==> config.mk <==
export PLATFORM = sky130hd
export DESIGN_NAME = wave_sequencer
export DESIGN_NICKNAME = d
export VERILOG_FILES = /design/src/rtl/wave_sequencer.sv
export SDC_FILE = /design/constraint.sdc
export NUM_CORES = 1
export LEC_CHECK = 0
export CAP_MARGIN = 15
export CORE_ASPECT_RATIO = 0.7
export CORE_MARGIN = 1.5
export CORE_UTILIZATION = 47
export CTS_CLUSTER_SIZE = 10
export DETAILED_ROUTE_END_ITERATION = 12
export HOLD_SLACK_MARGIN = 0.05
export MAX_ROUTING_LAYER = met4
export PLACE_DENSITY = 0.76
export RECOVER_POWER = 100
export SETUP_SLACK_MARGIN = 0.1
export SLEW_MARGIN = 25
export SYNTH_ARGS = -nofsm -noshare
export SYNTH_HDL_FRONTEND = slang
export SYNTH_SLANG_ARGS = --single-unit
==> constraint.sdc <==
create_clock -name clk -period 2.2 [get_ports clk]
set_input_delay 0.44 -clock clk [delete_from_list [all_inputs] [get_ports clk]]
set_output_delay 0.44 -clock clk [all_outputs]
set_load 0.05 [all_outputs]
==> src/rtl/wave_sequencer.sv <==
// -----------------------------------------------------------------------------
// wave_sequencer
//   Paces reads of the dual-table waveform memory (sine / triangle) and hands
//   each sample downstream over a valid/ready port. The read address steps
//   0..N-1 and wraps. Channel and divider are sampled on start from IDLE and
//   at the wrap back to address 0, so a period is never mixed.
//
//   Per sample: WAIT (div_l+1 cycles) -> READ (strobe) -> CAPT (memory data
//   lands) -> OUT (hold until accepted). With out_ready high, strobes are
//   div_l+4 cycles apart.
//
// Parameters
//   N        table depth in samples (must not exceed 2**logsize)
//   size     sample width
//   logsize  memory address width
//   DIVW     divider width
//
// Ports
//   clk           rising-edge clock
//   rst           asynchronous, active-low reset
//   enable        level-sensitive run request
//   channel_sel   1 = sine, 0 = triangle
//   div           idle cycles before each read, minus one
//   mem_read      one-cycle read strobe
//   mem_channel   latched channel toward the memory
//   mem_address   current table index
//   mem_sample    memory data, valid the cycle after mem_read
//   out_sample    registered sample, held while out_valid
//   out_valid     sample available downstream
//   out_ready     downstream accept
//   period_start  one-cycle pulse on the first out_valid cycle of address 0
//   busy          high in every state except IDLE
// -----------------------------------------------------------------------------
module wave_sequencer #(
  parameter int N       = 16,
  parameter int size    = 12,
  parameter int logsize = 4,
  parameter int DIVW    = 16
) (
  input  logic               clk,
  input  logic               rst,
  input  logic               enable,
  input  logic               channel_sel,
  input  logic [DIVW-1:0]    div,
  output logic               mem_read,
  output logic               mem_channel,
  output logic [logsize-1:0] mem_address,
  input  logic [size-1:0]    mem_sample,
  output logic [size-1:0]    out_sample,
  output logic               out_valid,
  input  logic               out_ready,
  output logic               period_start,
  output logic               busy
);

  localparam logic [2:0] IDLE = 3'd0;
  localparam logic [2:0] WAIT = 3'd1;
  localparam logic [2:0] READ = 3'd2;
  localparam logic [2:0] CAPT = 3'd3;
  localparam logic [2:0] OUT  = 3'd4;

  localparam logic [logsize-1:0] LAST_ADDR = logsize'(N - 1);

  logic [2:0]         state;
  logic [DIVW-1:0]    cnt;
  logic [DIVW-1:0]    div_l;
  logic [logsize-1:0] addr;
  logic               ch_l;
  // Marks the first OUT cycle so period_start stays a single-cycle pulse
  // even when backpressure stretches OUT.
  logic               first_q;

  always_ff @(posedge clk or negedge rst) begin
    if (!rst) begin
      state      <= IDLE;
      cnt        <= '0;
      div_l      <= '0;
      addr       <= '0;
      ch_l       <= 1'b0;
      out_sample <= '0;
      first_q    <= 1'b0;
    end else begin
      case (state)
        IDLE: begin
          addr <= '0;
          if (enable) begin
            ch_l  <= channel_sel;
            div_l <= div;
            cnt   <= div;
            state <= WAIT;
          end
        end

        // Only state where enable is honoured; READ/CAPT/OUT always finish
        // their handshake first.
        WAIT: begin
          if (!enable) begin
            addr  <= '0;
            state <= IDLE;
          end else if (cnt == '0) begin
            state <= READ;
          end else begin
            cnt <= cnt - DIVW'(1);
          end
        end

        READ: state <= CAPT;

        CAPT: begin
          out_sample <= mem_sample;
          first_q    <= 1'b1;
          state      <= OUT;
        end

        OUT: begin
          first_q <= 1'b0;
          if (out_ready) begin
            if (addr == LAST_ADDR) begin
              // Period boundary: pick up new channel/divider for address 0.
              addr  <= '0;
              ch_l  <= channel_sel;
              div_l <= div;
              cnt   <= div;
            end else begin
              addr <= addr + logsize'(1);
              cnt  <= div_l;
            end
            state <= WAIT;
          end
        end

        default: state <= IDLE;
      endcase
    end
  end

  // Outputs decode the state register directly, so an asynchronous reset
  // drops mem_read/out_valid without waiting for a clock.
  assign mem_read     = (state == READ);
  assign out_valid    = (state == OUT);
  assign busy         = (state != IDLE);
  assign period_start = out_valid && first_q && (addr == '0);
  assign mem_channel  = ch_l;
  assign mem_address  = addr;

endmodule

Yosys cells after proc, flatten, opt, wreduce, memory -nomap -nowiden:

Cells that the tools add are included.
W data, S select, Z words.

* add/subtract/negate cells: 2
* equality and inequality tests: 12
* muxes and demuxes: 21
* reductions and logical operators: 14

Operator list (count)
* $mux W16: 5
* $pmux W16 S3: 1
* $pmux W16 S2: 1
* $logic_not A16 Y1: 1
* $sub A16 B1 Y16 const B: 1
* $pmux W3 S5: 1
* $mux W3: 4
* $mux W4: 3
* $pmux W4 S3: 1
* $reduce_and A3 Y1: 3
* $ne A2 B2 Y1 const B: 4
* $eq A3 B2 Y1 const B: 2
* $reduce_bool A3 Y1: 2
* $reduce_and A5 Y1: 1
* $add A4 B1 Y4 const B: 1
* $eq A4 B4 Y1 const B: 1
* $logic_not A4 Y1: 1
* $ne A2 B1 Y1 const B: 2
* $pmux W1 S2: 2
* $reduce_and A4 Y1: 1
* $reduce_bool A2 Y1: 2
* $eq A3 B1 Y1 const B: 1
* $eq A3 B3 Y1 const B: 1
* $logic_not A3 Y1: 1
* other kinds (3): 6

* bits in registers: 53
* bits of input ports: 33
* word-level logic and storage cells: 56

Longest topological paths before layout:

Gate-level depths: netlist of run 1.

* depth in word-level cells: 4
* mapped depth: 8
* mapped depth without buffers: 6

Worst setup path after synthesis of run 1:

OpenSTA, ideal clock, no wires.

* kind: reg2out
* from: register state[0]
* to: output period_start
* data arrival time: 2657 ps
* slack: -897 ps
* cell stages (with the launch flop): 5
* buffers on the path: 2
* path through: dfrtp_1 -> or3b_2 -> clkbuf_1 -> clkbuf_1 -> nor4_1

* word-level cells in the longest chain between the ends: 3

Ends and longest elaborated chain
* from (decl): RTL line 64 `logic [2:0] state;`
* from (signal assigned): RTL line 75 `state <= IDLE;`
* from (signal assigned): RTL line 90 `state <= WAIT;`
* from (signal assigned): RTL line 99 `state <= IDLE;`
* $eq A3 B3 Y1: RTL line 140 `assign out_valid = (state == OUT);`
* $logic_and A1 B1 Y1 (2 in a row): RTL line 142 `assign period_start = out_valid && first_q && (addr == '0);`
* to (decl): RTL line 52 `output logic period_start,`

No other way between the ends.

Final worst setup path of run 1:

* from: register addr[2] (netlist: mem_address[2])
* to: output mem_address[2]

RTL lines
* from (decl): RTL line 67 `logic [logsize-1:0] addr;`
* from (signal assigned): RTL line 125 `addr <= addr + logsize'(1);`
* to (decl): RTL line 47 `output logic [logsize-1:0] mem_address,`

No word-level cell between the ends.

==> reports/summary.txt, run 1 <==
CTS tree: yes
CP endpoint kind: output pin
Clock Tree Root: clkbuf_8
Ports: 54
Buf/Inv on CP: 1
fillcell total: 457
share of layout cells above drive strength 1: 27.1%
critical path peak fanout: 7
post-synthesis sequential area ratio: 46.7%
clock skew: 0.0132 ns
Crit path depth: 1
final core occ: 65.7%
total number of yosys warnings: 0
leading cell type in the layout, fill and taps excluded: dfrtp_1
Worst Path Arrival: 1.67 ns
ant diodes: 0
initial antenna violation count: 0
#FFs+latches synth: 53
Max Buffers Root-to-Sink: 2
Period minus WS final: 2.11 ns
register-to-register setup slack: 0.15 ns
ys flop type: dfrtp_1
crit path from: mem_address[2]
CP top delay family: buffers and inverters
vias per std cell: 6.01
clock sinks: 53
Die Area: 6530 um^2
placement row count: 23
peak supply drop: 0.350 mV
CTS H-tree depth: 2
first-pass GRT wire length: 11600 um
Final period util: 96.1%
vias in the first global route: 2352
Worst EP required: 1.76 ns
Die Y: 68.1 um
Power per Cell Area: 630 nW/um^2
Vias: 2494
Crit-path slowest cell: dlygate4sd3_1
Post-synth EDFFs: 0
Initial Util: 49.1%
critical path class: reg2out
final hold vios: 0
Residual DRC: 0
placed inst area: 3680 um^2
Die W: 96.0 um
GRT overflow: 0
Synth area leaders: dfrtp_1 (47%), mux2_2 (11%), a221oi_1 (3.7%)
Slew Limit Fails: 0
Mapped Cells: 262
critical-path cell list: dlygate4sd3_1
hold crit path type: reg2reg
Synth top area share: 46.7%
syn nets: 298
slew at the pin with the worst max-slew slack: 0.919 ns
ys async rst share: 100%
synthesized area per cell: 10.9 um^2
dpl hpwl: 5380 um
area leader, netlist: dfrtp_1
post-route cell area: 3800 um^2
GRT Total Usage: 24.4%
Leak: 1.55 nW
area of the core: 5780 um^2
CP peak stage delay: 0.90 ns
Area growth syn-to-layout: 33.7%
GP Congestion: 0.936
Rel. slew slack: 38.8%
endpoints failing setup: 0
Post-DRT Antenna Nets: 0
WL per Instance: 17.7 um
wirelength, routed: 7340 um
fmax: 0.473 GHz
commonest cells after routing, fill and taps aside: dfrtp_1 (48), clkdlybuf4s50_1 (30), mux2_2 (29)
Port Buffers: 53
capturing point of the worst reg2reg path: cnt[12]
RSZ-0062 raised after global routing: false
Worst-Skew Late Latency: 0.32 ns
R2R depth: 5
drt pass-1 iters: 4
largest net degree at the start of global routing: 20
Reg-to-Reg Start: state[1]
Critical Path Source Type: flop
nets: 375
status: completed
Iteration-0 DRC Markers: 171
Yosys cell types: 50
max cap viols: 0
crit path capture: mem_address[2]
Reg clk slew, reported paths: 0.10 ns
mapped cell area: 2840 um^2
number of buffers created by CTS: 5
## logic make-up after synthesis
kind of cell / Yosys count / share of synthesized area (%)
and+or+nand+nor: 72 / 15.2
muxes: 30 / 11.8
buffers and inverters: 31 / 4.97
adders and majority gates: 3 / 1.32
DFF: 53 / 46.7
AOI/OAI and AO/OA: 73 / 20.0
## state kept, by name, summed over array words and instances, names as in the netlist
| name | count |
|---|---|
| cnt | 16 |
| div_l | 16 |
| out_sample | 12 |
| mem_address | 4 |
| state | 3 |
| first_q | 1 |
| mem_channel | 1 |
## metrics by stage
stage | cells | TNS [ns] | setup WS (ns) | total power [W] | hold WS [ns]
3_3_place_gp | 403 | -0.248 | -0.168 | 0.00183 | 0.384
5_1_grt | 415 | 0 | 0.0599 | 0.00250 | 0.528
6_report | 415 | 0 | 0.0860 | 0.00239 | 0.512
2_1_floorplan | 262 | -0.0233 | -0.0233 | 0.00160 | 0.144
4_1_cts | 414 | 0 | 0.0850 | 0.00241 | 0.516
3_5_place_dp | 403 | -0.449 | -0.184 | 0.00185 | 0.381
## synthesized netlist by cell type, drive strengths merged, types with 3 or more instances
| cell | n |
|---|---|
| o211ai | 9 |
| mux2 | 29 |
| dfrtp | 53 |
| o31ai | 5 |
| o22ai | 4 |
| a21oi | 3 |
| nor3 | 9 |
| nand2 | 8 |
| o311ai | 4 |
| ha | 3 |
| clkbuf | 9 |
| o221ai | 3 |
| nor4 | 8 |
| a22o | 3 |
| or2 | 3 |
| or3b | 4 |
| a221oi | 12 |
| nor2 | 11 |
| o21ai | 8 |
| or3 | 8 |
| o2bb2ai | 5 |
| inv | 11 |
| o211a | 4 |
| nand3 | 7 |
| buf | 10 |
| a22oi | 3 |
## final cells by class
cell class	instances	area, um^2	share of cell area, %
multi-input combinational	178	1460	38.4
sequential	53	1330	35.1
timing repair buffer	89	785	20.6
tap	75	93.8	2.47
clock buffer	7	76.3	2.01
inverter	12	45.0	1.18
clock inverter	1	7.51	0.197
## what timing repair did
action                                  in CTS  in global routing
pin swaps                                    1                  3
resized for setup                            3                  9
endpoints found under the setup margin       8                 11
hold buffers                                 1                  0
hold endpoints to repair                    15                  0
setup buffers                                2                  1
## routing by layer
metal	up-vias	wire length [um]	part of all wire (%)	GRT usage, %
met5	-	0	0	-
met4	0	69	0.94	6.25
met3	6	429	5.8	4.56
met2	78	3250	44	37.1
met1	1234	3600	49	33.7
li1	1176	-	-	-
## worst min-delay path by stage
stage	cells past startpoint	from	endpoint	slack [ns]
floorplan	0	rst	cnt[0]	0.14
global placement	1	rst	out_sample[1]	0.38
detailed placement	1	rst	out_sample[1]	0.38
CTS	1	div_l[12]	div_l[12]	0.52
global route	1	div_l[12]	div_l[12]	0.53
finish	1	out_sample[5]	out_sample[5]	0.51
## power by group
part	internal, W	switching (W)
Combinational	0.000294	0.000332
Clock	0.000226	0.000327
Sequential	0.00111	0.000109
No activity file was read; power rests on OpenSTA's default activity.
==> run 2, diff against run 1 <==
--- a/config.mk
+++ b/config.mk
@@ -6,14 +6,17 @@
 export NUM_CORES = 1
 export LEC_CHECK = 0
 export CAP_MARGIN = 15
+export CELL_PAD_IN_SITES_DETAIL_PLACEMENT = 1
+export CELL_PAD_IN_SITES_GLOBAL_PLACEMENT = 2
 export CORE_ASPECT_RATIO = 0.7
 export CORE_MARGIN = 1.5
-export CORE_UTILIZATION = 47
+export CORE_UTILIZATION = 30
 export CTS_CLUSTER_SIZE = 10
 export DETAILED_ROUTE_END_ITERATION = 12
+export GPL_TIMING_DRIVEN = 0
 export HOLD_SLACK_MARGIN = 0.05
 export MAX_ROUTING_LAYER = met4
-export PLACE_DENSITY = 0.76
+export PLACE_DENSITY_LB_ADDON = 0.1
 export RECOVER_POWER = 100
 export SETUP_SLACK_MARGIN = 0.1
 export SLEW_MARGIN = 25
==> run 2 against run 1 <==
The run now ends with capacitance limit, slew limit left; hold slack lost 0.0072 ns; register-to-register slack lost 0.10 ns; largest cell class unchanged; cell count increased by 14%; core utilization shrank 18 points.
==> reports/summary.txt, run 2 (same netlist as run 1, synthesis figures left out) <==
Die Y: 84.4 um
clock skew: 0.00892 ns
final core occ: 47.2%
hold crit path type: reg2reg
Power per Cell Area: 720 nW/um^2
number of buffers created by CTS: 5
Slew Limit Fails: 27
CTS H-tree depth: 2
GRT Total Usage: 20.1%
initial antenna violation count: 0
Port Buffers: 53
RSZ-0062 raised after global routing: true
final hold vios: 0
biggest regs: cnt (16), div_l (16), out_sample (12)
Worst-Skew Late Latency: 0.31 ns
clock sinks: 53
Reg clk slew, reported paths: 0.08 ns
WL per Instance: 20.6 um
final worst slack: 0.00517 ns
GRT overflow: 0
post-route cell area: 4320 um^2
slew at the pin with the worst max-slew slack: 1.62 ns
vias in the first global route: 2628
fin cells: 475
Final period util: 99.8%
endpoints failing setup: 0
area of the core: 9140 um^2
final hold slack: 0.504 ns
vias per std cell: 5.53
Residual DRC: 0
Rel. slew slack: -7.90%
Die Area: 10100 um^2
share of layout cells above drive strength 1: 38.2%
dpl hpwl: 6390 um
placed inst area: 3610 um^2
GP Congestion: 0.805
fillcell total: 1010
fmax: 0.456 GHz
Worst EP required: 1.76 ns
CP endpoint kind: output pin
leading cell type in the layout, fill and taps excluded: dfrtp_1
DP Cell Count: 440
Critical Path Source Type: flop
status: finished, violations left
peak supply drop: 0.273 mV
Ports: 54
drt pass-1 iters: 4
Worst Path Arrival: 1.75 ns
commonest cells after routing, fill and taps aside: dfrtp_1 (48), clkdlybuf4s50_1 (47), mux2_2 (29)
CTS tree: yes
Setup WS pre-CTS: -0.763 ns
R2R depth: 7
Iteration-0 DRC Markers: 83
max cap viols: 1
placement row count: 29
Leak: 1.74 nW
largest net degree at the start of global routing: 28
Max Buffers Root-to-Sink: 2
Clock Tree Root: clkbuf_16
Post-DRT Antenna Nets: 0
Vias: 2625
failing checks: capacitance limit, slew limit
wirelength, routed: 9770 um
nets: 386
Initial Util: 31.1%
Worst Hold Path Cells: 1
Hold Buf Count CTS: 0
first-pass GRT wire length: 15000 um
Area growth syn-to-layout: 51.9%
Die W: 119 um
Period minus WS final: 2.19 ns
ant diodes: 0
critical path class: reg2out
critical path peak fanout: 5
run 2: cell count changes in the layout (fill, tap and decap cells not counted), sizes merged, moves of 2 or more:
cell	before	now
buf	28	43
dlygate4sd3	19	0
bufinv	0	2
clkdlybuf4s50	30	47
clkbuf	19	14
run 2: metal layers:
metal	vias to the layer above	track usage (%)	wire, um	share of wire, %
met5	-	-	0	0
met4	0	5.19	109	1.1
met3	12	3.40	367	3.8
met2	65	28.5	4290	44
met1	1349	29.4	5010	51
li1	1199	-	-	-
run 2: area by class of cell:
class | count | area [um^2] | area share [%]
Timing Repair Buffer | 81 | 766 | 17.7
Tap cell | 124 | 155 | 3.59
Clock buffer | 5 | 125 | 2.90
Multi-Input combinational cell | 178 | 1630 | 37.8
Inverter | 12 | 46.3 | 1.07
Buffer | 19 | 191 | 4.43
Clock inverter | 3 | 68.8 | 1.59
Sequential cell | 53 | 1330 | 30.9
run 2: repair_timing:
| action | CTS | global route |
|---|---|---|
| buffers inserted | 16 | 10 |
| gates resized for setup | 71 | 32 |
| pin swaps | 14 | 13 |
| endpoints found under the setup margin | 31 | 29 |
| gates cloned | 1 | 0 |
run 2: worst max-delay path: stages (launching register included):
cell       delay (ns)
dfrtp_1          0.43
or3b_4           0.39
buf_8            0.14
clkbuf_16        0.15
nor4_4           0.13
buf_6            0.19
run 2: path summary, 6_finish.rpt:
| kind | end | slack (ns) | startpoint |
|---|---|---|---|
| worst max-delay path | period_start | 0.005 | state[1] |
| worst min-delay path | out_sample[0] | 0.50 | out_sample[0] |
| worst max register to register | cnt[5] | 0.05 | cnt[10] |
| worst min register to register | out_sample[0] | 0.50 | out_sample[0] |
| max in group asynchronous | mem_address[0] | 0.61 | rst |
| min in group asynchronous | state[1] | 0.53 | rst |
run 2: through the flow:
| step | total power [W] | TNS [ns] |
|---|---|---|
| global placement | 0.00183 | -70.97 |
| CTS | 0.00305 | -0.00245 |
| detailed placement | 0.00184 | -5.41 |
| floorplan | 0.00160 | -0.0233 |
| global route | 0.00325 | -0.0757 |
| finish | 0.00311 | 0 |
run 2: power by group:
group          total [W]  internal (W)  switching (W)
Clock            0.00105      0.000657       0.000395
Combinational   0.000821      0.000416       0.000405
Sequential       0.00123       0.00111       0.000128
Total            0.00311       0.00218       0.000929
